[config.mk]
export PLATFORM = sky130hd
export DESIGN_NAME = rf2p_arbiter
export DESIGN_NICKNAME = d
export VERILOG_FILES = /design/src/rtl/rf2p_arbiter_pkg.sv /design/src/rtl/rf2p_arbiter_rr.sv /design/src/rtl/rf2p_arbiter.sv
export SDC_FILE = /design/constraint.sdc
export NUM_CORES = 1
export LEC_CHECK = 0
export CAP_MARGIN = 10
export CORE_MARGIN = 4
export CORE_UTILIZATION = 40
export DETAILED_ROUTE_END_ITERATION = 8
export PLACE_DENSITY = 0.86
export SYNTH_ARGS = -nofsm -noshare
export SYNTH_HDL_FRONTEND = slang
export SYNTH_SLANG_ARGS = --single-unit
export TNS_END_PERCENT = 20
[constraint.sdc]
create_clock -name i_clk -period 7.8 [get_ports i_clk]
set_clock_uncertainty 0.1 [all_clocks]
set_input_delay 0.78 -clock i_clk [delete_from_list [all_inputs] [get_ports i_clk]]
set_output_delay 0.78 -clock i_clk [all_outputs]
set_load 0.01 [all_outputs]
[src/rtl/rf2p_arbiter_pkg.sv]
// -----------------------------------------------------------------------------
// rf2p_arbiter_pkg
// Shared configuration for the two-port register-file arbiter slice:
//   RD_LAT     - cycles from read grant to returned read data
//   RFPort     - read/write port naming, used when labelling debug views
//   onehot2idx - converts a one-hot grant vector (up to 8 requesters) to
//                the binary index of the set bit
// -----------------------------------------------------------------------------
package rf2p_arbiter_pkg;

    localparam int RD_LAT = 1;

    typedef enum logic {
        PORT_RD = 1'b0,
        PORT_WR = 1'b1
    } RFPort;

    // One-hot to binary; a zero vector maps to index 0.
    function automatic logic [2:0] onehot2idx(input logic [7:0] oh);
        logic [2:0] idx;
        idx = 3'd0;
        for (int i = 0; i < 8; i++) begin
            if (oh[i]) begin
                idx = idx | 3'(i);
            end else begin
                idx = idx;
            end
        end
        return idx;
    endfunction

endpackage

[src/rtl/rf2p_arbiter_rr.sv]
// -----------------------------------------------------------------------------
// rr_arbiter
// Round-robin arbiter with its own rotating priority pointer. The grant is
// combinational: the first asserted request at or after the pointer wins.
// When i_adv is high and a grant is present, the pointer moves to the slot
// after the winner, so the winner gets lowest priority next time.
// Ports:
//   i_clk, i_rst_n - clock, asynchronous active-low reset (pointer -> 0)
//   i_req          - request vector
//   i_adv          - allow the pointer to advance on a grant
//   o_gnt          - one-hot grant (all zero when nothing requests)
//   o_idx          - binary index of the granted requester
// -----------------------------------------------------------------------------
module rr_arbiter
    import rf2p_arbiter_pkg::*;
#(
    parameter int NREQ = 4,
    parameter int IDXW = $clog2(NREQ)
) (
    input  logic            i_clk,
    input  logic            i_rst_n,
    input  logic [NREQ-1:0] i_req,
    input  logic            i_adv,
    output logic [NREQ-1:0] o_gnt,
    output logic [IDXW-1:0] o_idx
);

    localparam logic [IDXW:0] NREQ_W = (IDXW+1)'(NREQ);

    logic [IDXW-1:0] ptr_q;
    logic [IDXW-1:0] ptr_d;
    logic [NREQ-1:0] gnt_s;
    logic [IDXW-1:0] idx_s;
    logic [IDXW-1:0] cand_s;
    logic            found_s;
    logic [7:0]      gnt_ext_s;

    // (base + off) modulo NREQ without a divider; base < NREQ and off <= NREQ.
    function automatic logic [IDXW-1:0] wrap_add(input logic [IDXW-1:0] base,
                                                 input logic [IDXW:0]   off);
        logic [IDXW:0] sum;
        sum = {1'b0, base} + off;
        if (sum >= NREQ_W) begin
            sum = sum - NREQ_W;
        end else begin
            sum = sum;
        end
        return sum[IDXW-1:0];
    endfunction

    // Scan requesters starting at the pointer; the first hit takes the grant.
    always_comb begin
        gnt_s   = '0;
        found_s = 1'b0;
        cand_s  = '0;
        for (int i = 0; i < NREQ; i++) begin
            cand_s = wrap_add(ptr_q, (IDXW+1)'(i));
            if (!found_s && i_req[cand_s]) begin
                gnt_s[cand_s] = 1'b1;
                found_s       = 1'b1;
            end else begin
                found_s = found_s;
            end
        end
    end

    // Binary index of the winner, used for the pointer update and muxing.
    always_comb begin
        gnt_ext_s            = 8'd0;
        gnt_ext_s[NREQ-1:0]  = gnt_s;
        idx_s                = IDXW'(onehot2idx(gnt_ext_s));
    end

    // Next pointer: slot after the winner on an accepted grant, else hold.
    always_comb begin
        if (i_adv && found_s) begin
            ptr_d = wrap_add(idx_s, (IDXW+1)'(1));
        end else begin
            ptr_d = ptr_q;
        end
    end

    // Priority pointer register.
    always_ff @(posedge i_clk or negedge i_rst_n) begin
        if (!i_rst_n) begin
            ptr_q <= '0;
        end else begin
            ptr_q <= ptr_d;
        end
    end

    assign o_gnt = gnt_s;
    assign o_idx = idx_s;

endmodule

[src/rtl/rf2p_arbiter.sv]
// -----------------------------------------------------------------------------
// rf2p_arbiter
// Shares one RF2P macro (one read port, one write port) among NREQ requesters.
// Read and write ports are arbitrated independently, each round-robin. A read
// whose address matches the write granted in the same cycle is withheld for
// that cycle, so it is granted later and sees the freshly written data.
// Read data comes back one cycle after the grant, tagged by a one-hot valid.
// Ports:
//   i_clk, i_rst_n           - clock, asynchronous active-low reset
//   i_rreq/i_raddr           - per-requester read request and address slice
//   o_rgnt                   - one-hot read grant (same cycle)
//   o_rvalid/o_rdata         - one-hot read-return valid and broadcast data
//   i_wreq/i_waddr/i_wdata   - per-requester write request, address, data
//   o_wgnt                   - one-hot write grant (same cycle)
//   o_rf_read/o_rf_raddr     - macro read enable and address
//   i_rf_rdata               - macro read data, one cycle after o_rf_read
//   o_rf_write/o_rf_waddr/o_rf_wdata - macro write enable, address, data
//   o_conflict               - a read was withheld this cycle by a collision
// -----------------------------------------------------------------------------
module rf2p_arbiter
    import rf2p_arbiter_pkg::*;
#(
    parameter int NREQ = 4,
    parameter int DWD  = 16,
    parameter int AWD  = 6
) (
    input  logic                i_clk,
    input  logic                i_rst_n,
    input  logic [NREQ-1:0]     i_rreq,
    input  logic [NREQ*AWD-1:0] i_raddr,
    output logic [NREQ-1:0]     o_rgnt,
    output logic [NREQ-1:0]     o_rvalid,
    output logic [DWD-1:0]      o_rdata,
    input  logic [NREQ-1:0]     i_wreq,
    input  logic [NREQ*AWD-1:0] i_waddr,
    input  logic [NREQ*DWD-1:0] i_wdata,
    output logic [NREQ-1:0]     o_wgnt,
    output logic                o_rf_read,
    output logic [AWD-1:0]      o_rf_raddr,
    input  logic [DWD-1:0]      i_rf_rdata,
    output logic                o_rf_write,
    output logic [AWD-1:0]      o_rf_waddr,
    output logic [DWD-1:0]      o_rf_wdata,
    output logic                o_conflict
);

    localparam int IDXW = $clog2(NREQ);

    logic [NREQ-1:0] wgnt_s;
    logic [IDXW-1:0] widx_s;
    logic            rf_write_s;
    logic [AWD-1:0]  rf_waddr_s;
    logic [DWD-1:0]  rf_wdata_s;

    logic [NREQ-1:0] rcand_s;
    logic [NREQ-1:0] rblock_s;
    logic [NREQ-1:0] rgnt_s;
    logic [IDXW-1:0] ridx_s;
    logic            rf_read_s;
    logic [AWD-1:0]  rf_raddr_s;

    logic [NREQ-1:0] rvalid_q;
    logic [NREQ-1:0] rvalid_d;
    logic [DWD-1:0]  rdata_s;

    rr_arbiter #(
        .NREQ (NREQ),
        .IDXW (IDXW)
    ) u_wr_arb (
        .i_clk   (i_clk),
        .i_rst_n (i_rst_n),
        .i_req   (i_wreq),
        .i_adv   (1'b1),
        .o_gnt   (wgnt_s),
        .o_idx   (widx_s)
    );

    // Route the winning writer's address and data to the macro write port.
    always_comb begin
        rf_write_s = |wgnt_s;
        if (rf_write_s) begin
            rf_waddr_s = i_waddr[int'(widx_s)*AWD +: AWD];
            rf_wdata_s = i_wdata[int'(widx_s)*DWD +: DWD];
        end else begin
            rf_waddr_s = '0;
            rf_wdata_s = '0;
        end
    end

    // Drop readers that target the address being written this cycle; they
    // retry next cycle and so observe the new data instead of stale contents.
    always_comb begin
        rcand_s  = '0;
        rblock_s = '0;
        for (int k = 0; k < NREQ; k++) begin
            if (rf_write_s && (i_raddr[k*AWD +: AWD] == rf_waddr_s)) begin
                rblock_s[k] = i_rreq[k];
                rcand_s[k]  = 1'b0;
            end else begin
                rblock_s[k] = 1'b0;
                rcand_s[k]  = i_rreq[k];
            end
        end
    end

    rr_arbiter #(
        .NREQ (NREQ),
        .IDXW (IDXW)
    ) u_rd_arb (
        .i_clk   (i_clk),
        .i_rst_n (i_rst_n),
        .i_req   (rcand_s),
        .i_adv   (1'b1),
        .o_gnt   (rgnt_s),
        .o_idx   (ridx_s)
    );

    // Route the winning reader's address to the macro read port.
    always_comb begin
        rf_read_s = |rgnt_s;
        if (rf_read_s) begin
            rf_raddr_s = i_raddr[int'(ridx_s)*AWD +: AWD];
        end else begin
            rf_raddr_s = '0;
        end
    end

    // The macro answers one cycle after the read, so the valid tag is the
    // grant delayed by one cycle.
    always_comb begin
        rvalid_d = rgnt_s;
    end

    // Read-return tag register; reset discards any read still in flight.
    always_ff @(posedge i_clk or negedge i_rst_n) begin
        if (!i_rst_n) begin
            rvalid_q <= '0;
        end else begin
            rvalid_q <= rvalid_d;
        end
    end

    // Only pass macro data through while a return is actually valid.
    always_comb begin
        if (|rvalid_q) begin
            rdata_s = i_rf_rdata;
        end else begin
            rdata_s = '0;
        end
    end

    assign o_wgnt     = wgnt_s;
    assign o_rf_write = rf_write_s;
    assign o_rf_waddr = rf_waddr_s;
    assign o_rf_wdata = rf_wdata_s;
    assign o_rgnt     = rgnt_s;
    assign o_rf_read  = rf_read_s;
    assign o_rf_raddr = rf_raddr_s;
    assign o_conflict = |rblock_s;
    assign o_rvalid   = rvalid_q;
    assign o_rdata    = rdata_s;

endmodule

==> results by group <==
Pwr
  • Clock share of power: 0.015
  • Sw Share: 0.517
  • Sequential Power Share: 0.026
  • Leak: 2.19 nW
  • Pwr per Cell Area: 637 nW/µm²
  • Psw: 0.00185 W
  • Internal power: 0.00173 W
  • Combinational share of power: 0.960
  • Worst VDD drop: 0.000501 V
  • Post-layout power: 0.00357 W

Drt
  • Metal-1 WL: 5.96 mm
  • ANT nets after route: 0
  • Routed wl met2: 6.88 mm
  • Initial DRC Count: 363
  • Met3 wire len: 1.32 mm
  • Vias: 4462
  • Vias/cell: 6.08
  • DRT Pass-1 Iters: 7
  • DR WL/cell: 19.8 µm
  • DRC violations left: 0
  • Final wirelength: 14.5 mm
  • Top layer in use: met4

Placement
  • RePlAce Congestion: 0.985
  • Port bufs: 196
  • Post-DP HPWL: 11.7 mm

Final layout
  • Nets: 782
  • Fillcell total: 649
  • Diodes inserted: 0
  • Area growth from synthesis to layout: 62.9%
  • Layout cell share with drive strength beyond 1: 0.175
  • Finished Core Util: 0.676

Die
  • Starting Density: 0.415
  • Die area: 10200 µm²
  • Die W: 101 µm
  • Die H: 101 µm
  • I/O pin count: 197
  • Row cnt: 33
  • Core ar.: 8300 µm²

Worst setup path
  • Critical path fanouts, max: 11
  • Setup crit end kind: primary output
  • Startpoint types: input port
  • Worst R2R Setup Slack: 2.52 ns
  • Worst EP required: 6.92 ns
  • Path type of the worst setup path: in2out
  • RR Endpoint: u_rd_arb.ptr_q[1]
  • Reg2Reg Depth: 21
  • CP arrival: 6.67 ns
  • RR Startpoint: u_wr_arb.ptr_q[0]

Timing
  • Period Utilization, post-route: 0.967
  • Total negative slack: 0 ns
  • Slew @ Worst Pin: 0.706 ns
  • Max-slew violations: 0
  • Worst relative slew slack: 0.523
  • Final Hold Violating Endpoints: 0
  • Final setup vio count: 0
  • Fmax: 133 MHz
  • Final Critical Period: 7.55 ns

CTS
  • Clk buf depth: 2
  • TritonCTS clock tree: done
  • Clock transition at path regs: 0.05 ns
  • CTS buffer count: 3
  • CTS Root Cell: clkbuf_8
  • Clk Latency, worst-skew pair: 0.24 ns
  • Clock sinks: 8
  • Number of H-tree levels: 1
  • Post-CTS Hold Buffers: 0

Global route
  • First-pass GRT wire length: 21.9 mm
  • Pin count of the biggest net entering global routing: 49
  • Initial antenna violation count: 0
  • Number of global-route vias before repair: 4227
  • Gr ovfl total: 0
  • Overall routing resource usage: 0.266

Hold path
  • Hold crit path type: reg2reg
  • Hold-critical path depth: 2
  • Min-delay src: u_wr_arb.ptr_q[1]
  • Worst Hold End: u_wr_arb.ptr_q[1]

Synthesis
  • Post-Syn Area: 3440 µm²
  • Number of synthesized flops with an enable pin: 0
  • Post-synth top flop: dfrtp_1
  • Sequential share of the synthesized area: 0.0581
  • Post-synth net total: 585
  • Post-synth top area share: 0.0600
  • Synth Register Bits: 8
  • Asr flop ratio synth: 1.00
  • Commonest cells post-synth: 55 x nor2_1, 34 x o21ai_0, 22 x inv_1
  • Synthesis Warnings: 0
  • Syn Area/Cell: 7.93 µm²
  • Post-synth top area cell: nor2_1
  • Cell variety after synth: 104
  • Cells after Synth: 434
  • Most numerous cell in the Yosys netlist: nor2_1
  • Top cells by area, synth: nor2_1 6.0%, dfrtp_1 5.8%, o221a_2 5.6%

Flow run
  • Max Cap Viol: 0

Outcome
  • Status: complete, no violations
-- worst max-delay path by stage --
stage	slack [ns]	to	startpoint	cells past startpoint
floorplan	1.63	o_rf_raddr[0]	u_wr_arb.ptr_q[0]	21
global placement	0.25	o_rf_raddr[4]	i_wreq[3]	18
detailed placement	0.11	o_rf_raddr[3]	i_wreq[0]	19
CTS	0.08	o_rf_raddr[4]	i_wreq[0]	19
global route	-0.02	o_rf_raddr[3]	i_wreq[3]	18
finish	0.25	o_rf_raddr[3]	i_wreq[3]	18
-- cell families after synthesis --
group           Yosys count  share of synthesized area
fa+ha+maj                13                     0.0472
xor+xnor                  6                     0.0153
simple gates            159                      0.259
flops                     8                     0.0581
buf+inv                  53                     0.0905
mux                      21                     0.0774
compound gates          174                      0.452
-- layer usage --
| layer | track usage | up-vias |
|---|---|---|
| met5 | 0 | - |
| met2 | 0.437 | 275 |
| met3 | 0.0443 | 28 |
| met4 | 0.0829 | 0 |
| li1 | - | 2105 |
| met1 | 0.353 | 2054 |
-- cell type report --
| cell class | instances | area (µm²) | share of cell area |
|---|---|---|---|
| tap | 105 | 131 | 0.0234 |
| multi-input combinational | 373 | 2990 | 0.532 |
| clock buffer | 3 | 41.3 | 0.00736 |
| timing repair buffer | 220 | 2150 | 0.384 |
| inverter | 25 | 96.3 | 0.0172 |
| sequential | 8 | 200 | 0.0357 |
-- cells in the final DEF, fill, tap and decap left out, drive strengths merged, types with 11 or more instances in the layout --
cell / count
a2111oi: 11
a2bb2oi: 17
and3: 12
buf: 24
clkdlybuf4s50: 193
ha: 13
inv: 25
mux2i: 15
nand2: 17
nor2: 56
nor2b: 17
o21ai: 40
o221a: 17
-- through the flow --
stage          instances  hold slack, ns  worst slack (ns)  instance area, µm²
2_1_floorplan        434           0.384              1.63                3440
6_report             734           0.638             0.254                5610
4_1_cts              725           0.637            0.0844                5490
5_1_grt              734           0.670           -0.0236                5610
3_5_place_dp         722           0.626             0.110                5450
3_3_place_gp         722           0.610             0.247                5450
-- power by group through the flow --
stage | clock, W | combinational [W] | sequential [W]
after floorplan | 0 | 0.00215 | 0.0000908
after global placement | 0 | 0.00327 | 0.0000895
after detailed placement | 0 | 0.00330 | 0.0000910
after CTS | 0.0000530 | 0.00333 | 0.0000904
after global routing | 0.0000546 | 0.00369 | 0.0000944
final | 0.0000532 | 0.00343 | 0.0000913
-- state kept, by name, summed over array words and instances, names as in the netlist --
register,cells
u_wr_arb.ptr_q,2
o_rvalid,4
u_rd_arb.ptr_q,2
-- critical path, stage by stage --
cell	delay [ns]
clkdlybuf4s50_1	0.57
mux4_2	0.58
a31o_1	0.21
a221oi_2	0.22
o22a_2	0.27
inv_2	0.15
or4_4	0.54
and3_4	0.21
a41oi_2	0.19
or4b_4	0.52
o21a_4	0.23
o211a_1	0.12
o211a_1	0.27
o21ai_1	0.33
nand2_2	0.24
or2_1	0.36
a211oi_1	0.26
clkdlybuf4s50_1	0.59
-- what timing repair did --
| action | CTS | global route |
|---|---|---|
| buffers inserted | 0 | 8 |
| gates resized for setup | 0 | 14 |
| endpoints found under the setup margin | 0 | 7 |
No activity file was read; power rests on OpenSTA's default activity.
